`config.mk`:
```
export PLATFORM = sky130hd
export DESIGN_NAME = accel_spi_responder_flat
export DESIGN_NICKNAME = d
export VERILOG_FILES = /design/src/rtl/accel_spi_responder_if.sv /design/src/rtl/accel_spi_responder.sv /design/src/flat_wrapper.sv
export SDC_FILE = /design/constraint.sdc
export NUM_CORES = 1
export LEC_CHECK = 0
export CAP_MARGIN = 20
export CORE_MARGIN = 1
export CORE_UTILIZATION = 55
export DETAILED_ROUTE_END_ITERATION = 10
export PLACE_DENSITY = 0.79
export SLEW_MARGIN = 10
export SYNTH_ARGS = -nofsm -noshare
export SYNTH_HDL_FRONTEND = slang
export SYNTH_SLANG_ARGS = --single-unit
```
`constraint.sdc`:
```
create_clock -name clk -period 3.94 [get_ports clk]
set_clock_uncertainty 0.2 [all_clocks]
set_input_delay 1.182 -clock clk [delete_from_list [all_inputs] [get_ports clk]]
set_output_delay 1.182 -clock clk [all_outputs]
set_load 0.005 [all_outputs]
```
`src/rtl/accel_spi_responder_if.sv`:
```
// ---------------------------------------------------------------------------
// accel_spi_responder_if
// Purpose : groups the four SPI wires between a bus master and the
//           accelerometer-style register responder.
// Signals : sclk - serial clock from the master (mode 0, idles low)
//           mosi - master-out / slave-in data
//           ss   - slave select, active low
//           miso - master-in / slave-out data
// Modports: master drives sclk/mosi/ss and reads miso; slave is the reverse.
// ---------------------------------------------------------------------------
interface accel_spi_responder_if;
   logic sclk;
   logic mosi;
   logic ss;
   logic miso;

   modport master (output sclk, output mosi, output ss, input miso);
   modport slave  (input sclk, input mosi, input ss, output miso);
endinterface

```
`src/rtl/accel_spi_responder.sv`:
```
// ---------------------------------------------------------------------------
// accel_spi_responder
// Purpose : SPI mode-0 slave exposing a small accelerometer register map.
//           sclk/mosi/ss are oversampled by clk; nothing runs on sclk.
//           Command byte 0x0A = write, 0x0B = read, anything else is
//           ignored after the address byte. Reads snapshot the three axis
//           samples once per transaction; the address pointer
//           auto-increments and wraps 0xFF -> 0x00.
// Ports   : clk         - system clock (only clock)
//           rst_n       - asynchronous active-low reset
//           spi         - SPI wires (slave modport)
//           x/y/z_data_i- 12-bit two's-complement axis samples
//           wr_valid_o  - one-clk pulse per accepted write byte
//           wr_addr_o   - address of the last accepted write
//           wr_data_o   - data of the last accepted write
//           power_ctl_o - POWER_CTL (0x2D) contents
//           busy_o      - high while synchronized ss is low
// ---------------------------------------------------------------------------
module accel_spi_responder #(
   parameter int         SYNC_STAGES = 2,
   parameter logic [7:0] DEVID_AD    = 8'hAD,
   parameter logic [7:0] PARTID      = 8'hF2
) (
   input  logic                 clk,
   input  logic                 rst_n,
   accel_spi_responder_if.slave spi,
   input  logic [11:0]          x_data_i,
   input  logic [11:0]          y_data_i,
   input  logic [11:0]          z_data_i,
   output logic                 wr_valid_o,
   output logic [7:0]           wr_addr_o,
   output logic [7:0]           wr_data_o,
   output logic [7:0]           power_ctl_o,
   output logic                 busy_o
);

   localparam logic [2:0] ST_IDLE   = 3'd0;
   localparam logic [2:0] ST_CMD    = 3'd1;
   localparam logic [2:0] ST_ADDR   = 3'd2;
   localparam logic [2:0] ST_WRITE  = 3'd3;
   localparam logic [2:0] ST_READ   = 3'd4;
   localparam logic [2:0] ST_IGNORE = 3'd5;

   localparam logic [7:0] CMD_WRITE = 8'h0A;
   localparam logic [7:0] CMD_READ  = 8'h0B;
   localparam logic [7:0] FILTER_RST = 8'h13;

   // Synchronizer chain: bit 2 = ss, bit 1 = mosi, bit 0 = sclk.
   // Reset value models an idle bus (ss high, sclk low, mosi low).
   logic [2:0] sync_q [SYNC_STAGES];

   genvar gi;
   generate
      for (gi = 0; gi < SYNC_STAGES; gi++) begin : g_sync
         always_ff @(posedge clk or negedge rst_n) begin
            if (!rst_n) begin
               sync_q[gi] <= 3'b100;
            end else if (gi == 0) begin
               sync_q[gi] <= {spi.ss, spi.mosi, spi.sclk};
            end else begin
               sync_q[gi] <= sync_q[(gi == 0) ? 0 : gi - 1];
            end
         end
      end
   endgenerate

   logic ss_s, mosi_s, sclk_s;
   assign ss_s   = sync_q[SYNC_STAGES-1][2];
   assign mosi_s = sync_q[SYNC_STAGES-1][1];
   assign sclk_s = sync_q[SYNC_STAGES-1][0];

   // fill_q tracks how far real samples have propagated since reset, so the
   // reset value of the ss chain is never mistaken for a genuine idle bus.
   logic [SYNC_STAGES-1:0] fill_q;
   logic ss_prev_q, sclk_prev_q, armed_q, armed_d;

   always_ff @(posedge clk or negedge rst_n) begin
      if (!rst_n) begin
         fill_q      <= '0;
         ss_prev_q   <= 1'b1;
         sclk_prev_q <= 1'b0;
         armed_q     <= 1'b0;
      end else begin
         fill_q      <= {fill_q[SYNC_STAGES-2:0], 1'b1};
         ss_prev_q   <= ss_s;
         sclk_prev_q <= sclk_s;
         armed_q     <= armed_d;
      end
   end

   // A frame may only start once ss has been truly observed high; this
   // drops the tail of a frame that was cut by reset.
   assign armed_d = armed_q | (fill_q[SYNC_STAGES-1] & ss_s);

   logic sclk_rise, sclk_fall, ss_fall;
   assign sclk_rise = ~sclk_prev_q & sclk_s;
   assign sclk_fall = sclk_prev_q & ~sclk_s;
   assign ss_fall   = armed_q & ss_prev_q & ~ss_s;

   logic [2:0]  state_q, state_d;
   logic [2:0]  bit_cnt_q, bit_cnt_d;
   logic [6:0]  shift_q, shift_d;
   logic [7:0]  cmd_q, cmd_d;
   logic [7:0]  ptr_q, ptr_d;
   logic [6:0]  tx_q, tx_d;
   logic        miso_q, miso_d;
   logic        wr_valid_q, wr_valid_d;
   logic [7:0]  wr_addr_q, wr_addr_d;
   logic [7:0]  wr_data_q, wr_data_d;
   logic [7:0]  filter_q, filter_d;
   logic [7:0]  power_q, power_d;
   logic [11:0] snap_x_q, snap_x_d;
   logic [11:0] snap_y_q, snap_y_d;
   logic [11:0] snap_z_q, snap_z_d;

   logic [7:0] rx_byte;
   logic       byte_done;
   logic [7:0] rd_byte;

   assign rx_byte   = {shift_q, mosi_s};
   assign byte_done = sclk_rise & (bit_cnt_q == 3'd7);

   // Read map, served from the per-transaction axis snapshot.
   always_comb begin
      rd_byte = 8'h00;
      case (ptr_q)
         8'h00: rd_byte = DEVID_AD;
         8'h01: rd_byte = 8'h1D;
         8'h02: rd_byte = PARTID;
         8'h0E: rd_byte = snap_x_q[7:0];
         8'h0F: rd_byte = {{4{snap_x_q[11]}}, snap_x_q[11:8]};
         8'h10: rd_byte = snap_y_q[7:0];
         8'h11: rd_byte = {{4{snap_y_q[11]}}, snap_y_q[11:8]};
         8'h12: rd_byte = snap_z_q[7:0];
         8'h13: rd_byte = {{4{snap_z_q[11]}}, snap_z_q[11:8]};
         8'h2C: rd_byte = filter_q;
         8'h2D: rd_byte = power_q;
         default: rd_byte = 8'h00;
      endcase
   end

   always_comb begin
      state_d    = state_q;
      bit_cnt_d  = bit_cnt_q;
      shift_d    = shift_q;
      cmd_d      = cmd_q;
      ptr_d      = ptr_q;
      tx_d       = tx_q;
      miso_d     = (state_q == ST_READ) ? miso_q : 1'b0;
      wr_valid_d = 1'b0;
      wr_addr_d  = wr_addr_q;
      wr_data_d  = wr_data_q;
      filter_d   = filter_q;
      power_d    = power_q;
      snap_x_d   = snap_x_q;
      snap_y_d   = snap_y_q;
      snap_z_d   = snap_z_q;

      if (ss_s) begin
         // Deselect aborts everything; a partial byte is simply dropped.
         state_d   = ST_IDLE;
         bit_cnt_d = 3'd0;
         miso_d    = 1'b0;
      end else if (state_q == ST_IDLE) begin
         if (ss_fall) begin
            state_d   = ST_CMD;
            bit_cnt_d = 3'd0;
         end
      end else begin
         if (sclk_rise) begin
            bit_cnt_d = bit_cnt_q + 3'd1;
            shift_d   = rx_byte[6:0];
         end
         case (state_q)
            ST_CMD: begin
               if (byte_done) begin
                  cmd_d   = rx_byte;
                  state_d = ST_ADDR;
               end
            end
            ST_ADDR: begin
               if (byte_done) begin
                  ptr_d = rx_byte;
                  if (cmd_q == CMD_READ) begin
                     state_d  = ST_READ;
                     snap_x_d = x_data_i;
                     snap_y_d = y_data_i;
                     snap_z_d = z_data_i;
                  end else if (cmd_q == CMD_WRITE) begin
                     state_d = ST_WRITE;
                  end else begin
                     state_d = ST_IGNORE;
                  end
               end
            end
            ST_WRITE: begin
               if (byte_done) begin
                  wr_valid_d = 1'b1;
                  wr_addr_d  = ptr_q;
                  wr_data_d  = rx_byte;
                  ptr_d      = ptr_q + 8'd1;
                  if (ptr_q == 8'h1F && rx_byte == 8'h52) begin
                     filter_d = FILTER_RST;
                     power_d  = 8'h00;
                  end else if (ptr_q == 8'h2C) begin
                     filter_d = rx_byte;
                  end else if (ptr_q == 8'h2D) begin
                     power_d = rx_byte;
                  end
               end
            end
            ST_READ: begin
               if (byte_done) begin
                  ptr_d = ptr_q + 8'd1;
               end
               // The first falling edge of each byte (counter at 0) loads
               // the byte at the pointer; later edges shift it out.
               if (sclk_fall) begin
                  if (bit_cnt_q == 3'd0) begin
                     miso_d = rd_byte[7];
                     tx_d   = rd_byte[6:0];
                  end else begin
                     miso_d = tx_q[6];
                     tx_d   = {tx_q[5:0], 1'b0};
                  end
               end
            end
            default: ;
         endcase
      end
   end

   always_ff @(posedge clk or negedge rst_n) begin
      if (!rst_n) begin
         state_q    <= ST_IDLE;
         bit_cnt_q  <= 3'd0;
         shift_q    <= 7'd0;
         cmd_q      <= 8'h00;
         ptr_q      <= 8'h00;
         tx_q       <= 7'd0;
         miso_q     <= 1'b0;
         wr_valid_q <= 1'b0;
         wr_addr_q  <= 8'h00;
         wr_data_q  <= 8'h00;
         filter_q   <= FILTER_RST;
         power_q    <= 8'h00;
         snap_x_q   <= 12'h000;
         snap_y_q   <= 12'h000;
         snap_z_q   <= 12'h000;
      end else begin
         state_q    <= state_d;
         bit_cnt_q  <= bit_cnt_d;
         shift_q    <= shift_d;
         cmd_q      <= cmd_d;
         ptr_q      <= ptr_d;
         tx_q       <= tx_d;
         miso_q     <= miso_d;
         wr_valid_q <= wr_valid_d;
         wr_addr_q  <= wr_addr_d;
         wr_data_q  <= wr_data_d;
         filter_q   <= filter_d;
         power_q    <= power_d;
         snap_x_q   <= snap_x_d;
         snap_y_q   <= snap_y_d;
         snap_z_q   <= snap_z_d;
      end
   end

   // miso is forced low straight from the pin whenever the master
   // deselects, without waiting for the synchronizer.
   assign spi.miso    = spi.ss ? 1'b0 : miso_q;
   assign wr_valid_o  = wr_valid_q;
   assign wr_addr_o   = wr_addr_q;
   assign wr_data_o   = wr_data_q;
   assign power_ctl_o = power_q;
   assign busy_o      = ~ss_s;

endmodule

```
`src/flat_wrapper.sv`:
```
// flat-port wrapper written by rule: the top's interface ports become plain ports
module accel_spi_responder_flat 
#(
   parameter int         SYNC_STAGES = 2,
   parameter logic [7:0] DEVID_AD    = 8'hAD,
   parameter logic [7:0] PARTID      = 8'hF2
)
  (clk, rst_n, x_data_i, y_data_i, z_data_i, wr_valid_o, wr_addr_o, wr_data_o, power_ctl_o, busy_o, spi_sclk, spi_mosi, spi_ss, spi_miso);
  accel_spi_responder_if spi_i ();
  input  logic clk;
  input  logic rst_n;
  input  logic [11:0] x_data_i;
  input  logic [11:0] y_data_i;
  input  logic [11:0] z_data_i;
  output logic wr_valid_o;
  output logic [7:0] wr_addr_o;
  output logic [7:0] wr_data_o;
  output logic [7:0] power_ctl_o;
  output logic busy_o;
  input wire logic [$bits(spi_i.sclk)-1:0] spi_sclk;
  input wire logic [$bits(spi_i.mosi)-1:0] spi_mosi;
  input wire logic [$bits(spi_i.ss)-1:0] spi_ss;
  output wire logic [$bits(spi_i.miso)-1:0] spi_miso;
  assign spi_i.sclk = spi_sclk;
  assign spi_i.mosi = spi_mosi;
  assign spi_i.ss = spi_ss;
  assign spi_miso = spi_i.miso;
  accel_spi_responder #(.SYNC_STAGES(SYNC_STAGES), .DEVID_AD(DEVID_AD), .PARTID(PARTID)) u_core (.clk(clk), .rst_n(rst_n), .spi(spi_i), .x_data_i(x_data_i), .y_data_i(y_data_i), .z_data_i(z_data_i), .wr_valid_o(wr_valid_o), .wr_addr_o(wr_addr_o), .wr_data_o(wr_data_o), .power_ctl_o(power_ctl_o), .busy_o(busy_o));
endmodule
```
==> metrics.txt <==
Mean Syn Cell Area=about 12 sq um; GR Overflow Total=0; Synth cell types=68; Initial Util=a little under three fifths; Synth area leader=dfrtp_1; min-delay src=u_core.fill_q[0]; FMAX=about 280 MHz; # placed instances=between 600 and 700; H-Tree Depth=4; # IOs=68; relative slew slack=around 38%; Post-Layout Cell Count=approximately 700; # setup viols final=0; ranking of synthesized cells by area=dfrtp_1 (50%), mux2_1 (12%), nand2_1 (3.4%); sequential share of the synthesized area=a little over half; crit-path max cell delay=around 500 ps; count leader, synth=dfrtp_1; Crit Path Category=in -> out; total clock sinks=about 120; setup ws final=between 300 and 400 ps; synthesized area=~5500 sq um; total CTS buffers=17; Layout Nets=between 500 and 600; dpl ws=around 320 ps; Synth top area share=50.20%; pwr dens=roughly 420 nW/um^2; Routed Antenna Nets=0; postcts setup bufs=0; post-cts sizing count=0; YS warnings=0; Critical Path Fanout Max=2; CTS Hold Bufs=0; worst slew pin tran=between 900 and 1000 ps; outcome=complete, no violations; most used cell along the critical path=clkdlybuf4s50_1; Critical Path Start=spi_ss; worst vdd ir=between 0.0002 and 0.0003 V; number of flops mapped to enable cells by yosys=0; area grow syn2layout=23.34%; share of cells above drive strength 1=between 10% and 20%; via count=~4.1k; asr flop ratio synth=100.0%; first-pass GRT wire length=21010 um; largest net degree at the start of global routing=47; flop2flop setup slack=1210 ps; DR vias/cell=between 5 and 6; Slew Viols, Final=0; worst r2r src=u_core.ptr_q[0]; DR WL/cell=roughly 18 um; antenna violations before repair=0; RSZ-0062 raised after global routing=false; gpl congestion=0.8711; First-pass DRT Iterations=5; port buffer count=between 60 and 70; clk_lat worst skew=roughly 510 ps; Core Area=9774 sq um; Post-DP HPWL=8526 um; Die Ht=between 100 and 150 um; vias in the first global route=4218; clock input transition at the sequential cells of the worst setup and hold paths=about 60 ps; CTS Buffer Depth=2; Lkg Pwr=a little under 3 nW; synthesized flop and latch total=117; crit path time final=3606 ps; Worst EP required=~2600 ps; Top FF cell, synth=dfrtp_1; Hold Crit Class=reg -> reg; routed wire length=~13000 um; CTS tree=done; slowest CP cell=clkdlybuf4s50_1; final hold vios=0; # DRC=0; Max Cap Viol=0; Synth top cells by count=dfrtp_1 (111), mux2_1 (58), nand2_1 (50); crit path launch type=primary input; CP arrival=around 2200 ps; die area=about 10000 sq um; Hold Slack=143.4 ps; cell-by-cell trace of the critical path=clkdlybuf4s50_1 -> nor2b_1 -> clkdlybuf4s50_1; Cells after Synth=~470; 1st-iter DRT viols=roughly 170; Root Buffer=clkbuf_8; Antenna diodes=0; TNS Setup=0 ps; Tcrit/Tclk final=about nine tenths; Synthesized Nets=between 500 and 600; cell row count=36; total global-route track usage=around 27%; Die X=102.3 um; Worst Setup End Kind=output pin
registers in the layout, indices dropped and copies added, names as in the netlist, 2 cells and up:
signal / cells
u_core.tx_q: 7
u_core.fill_q: 2
u_core.snap_y_q: 12
u_core.filter_q: 8
u_core.bit_cnt_q: 3
u_core.wr_data_o: 8
u_core.snap_z_q: 12
u_core.sync_q: 3
u_core.cmd_q: 8
u_core.ptr_q: 8
u_core.snap_x_q: 12
u_core.power_ctl_o: 8
u_core.wr_addr_o: 8
u_core.shift_q: 7
u_core.state_q: 3
cell type report:
| class | count | area, sq um |
|---|---|---|
| Fill cell | 722 | 2950 |
| Multi-Input combinational cell | 313 | 2385 |
| Clock inverter | 8 | 72.57 |
| Sequential cell | 117 | 2935 |
| Clock buffer | 24 | 490.5 |
| Tap cell | 133 | 166.4 |
| Inverter | 13 | 48.80 |
| Timing Repair Buffer | 73 | 725.7 |
critical path, delay by kind of cell:
kind | cells | cell delay [ps]
AND/OR/NAND/NOR | 1 | 110
buffers and inverters | 2 | 930
through the flow:
stage	utilization, %	cell area (sq um)	power [mW]
2_1_floorplan	-	5533	1.320
3_3_place_gp	64.06	6261	1.407
3_5_place_dp	64.06	6261	1.414
4_1_cts	69.82	6824	2.854
5_1_grt	69.82	6824	2.933
6_report	69.82	6824	2.839
worst paths after layout:
check                      cells past startpoint                  end
max in group asynchronous                      2  u_core.wr_data_o[4]
max                                            3             spi_miso
max reg2reg                                    7       u_core.tx_q[5]
min reg2reg                                    0     u_core.fill_q[1]
min                                            0     u_core.fill_q[1]
min in group asynchronous                      1    u_core.state_q[1]
cell usage in the layout (no fill, tap or decap), types with 4 or more instances in the layout:
master / Yosys / final
dfrtp_1: 111 / 111
clkdlybuf4s50_1: 0 / 66
mux2_1: 58 / 58
nand2_1: 50 / 50
a21oi_1: 22 / 22
o21ai_0: 22 / 22
clkbuf_16: 0 / 16
nor2_1: 14 / 14
a22o_1: 13 / 13
inv_1: 12 / 12
nand3_1: 11 / 11
a22oi_1: 11 / 11
a21o_1: 9 / 9
ha_1: 7 / 7
mux2_4: 6 / 6
clkbuf_8: 0 / 6
buf_4: 6 / 6
dfstp_2: 6 / 6
nor3_2: 5 / 5
a221oi_1: 5 / 5
nand4_1: 4 / 4
o2bb2ai_1: 4 / 4
clkinv_2: 0 / 4
routing by layer:
metal,vias up,track usage (%),share of wire [%]
met5,-,0,0
met4,0,11.21,2.6
met2,116,44.45,50
met3,25,6.772,4.3
li1,1850,-,-
met1,2082,33.83,43
power breakdown:
group / leakage [nW] / switching [mW] / total, mW / internal, mW
logic: 1.18 / 0.0519 / 0.113 / 0.0615
clock network: 0.273 / 0.531 / 1.45 / 0.915
registers: 1.51 / 0.0425 / 1.28 / 1.24
cells by family after synthesis:
logic type / share of synthesized area (%)
adder cells (fa/ha/maj): 1.583
AND/OR/NAND/NOR: 12.01
AO/OA/AOI/OAI: 15.42
multiplexers: 14.02
flip-flops: 53.05
buffers and inverters: 3.844
other: 0.06778
No activity file was read; power rests on OpenSTA's default activity.
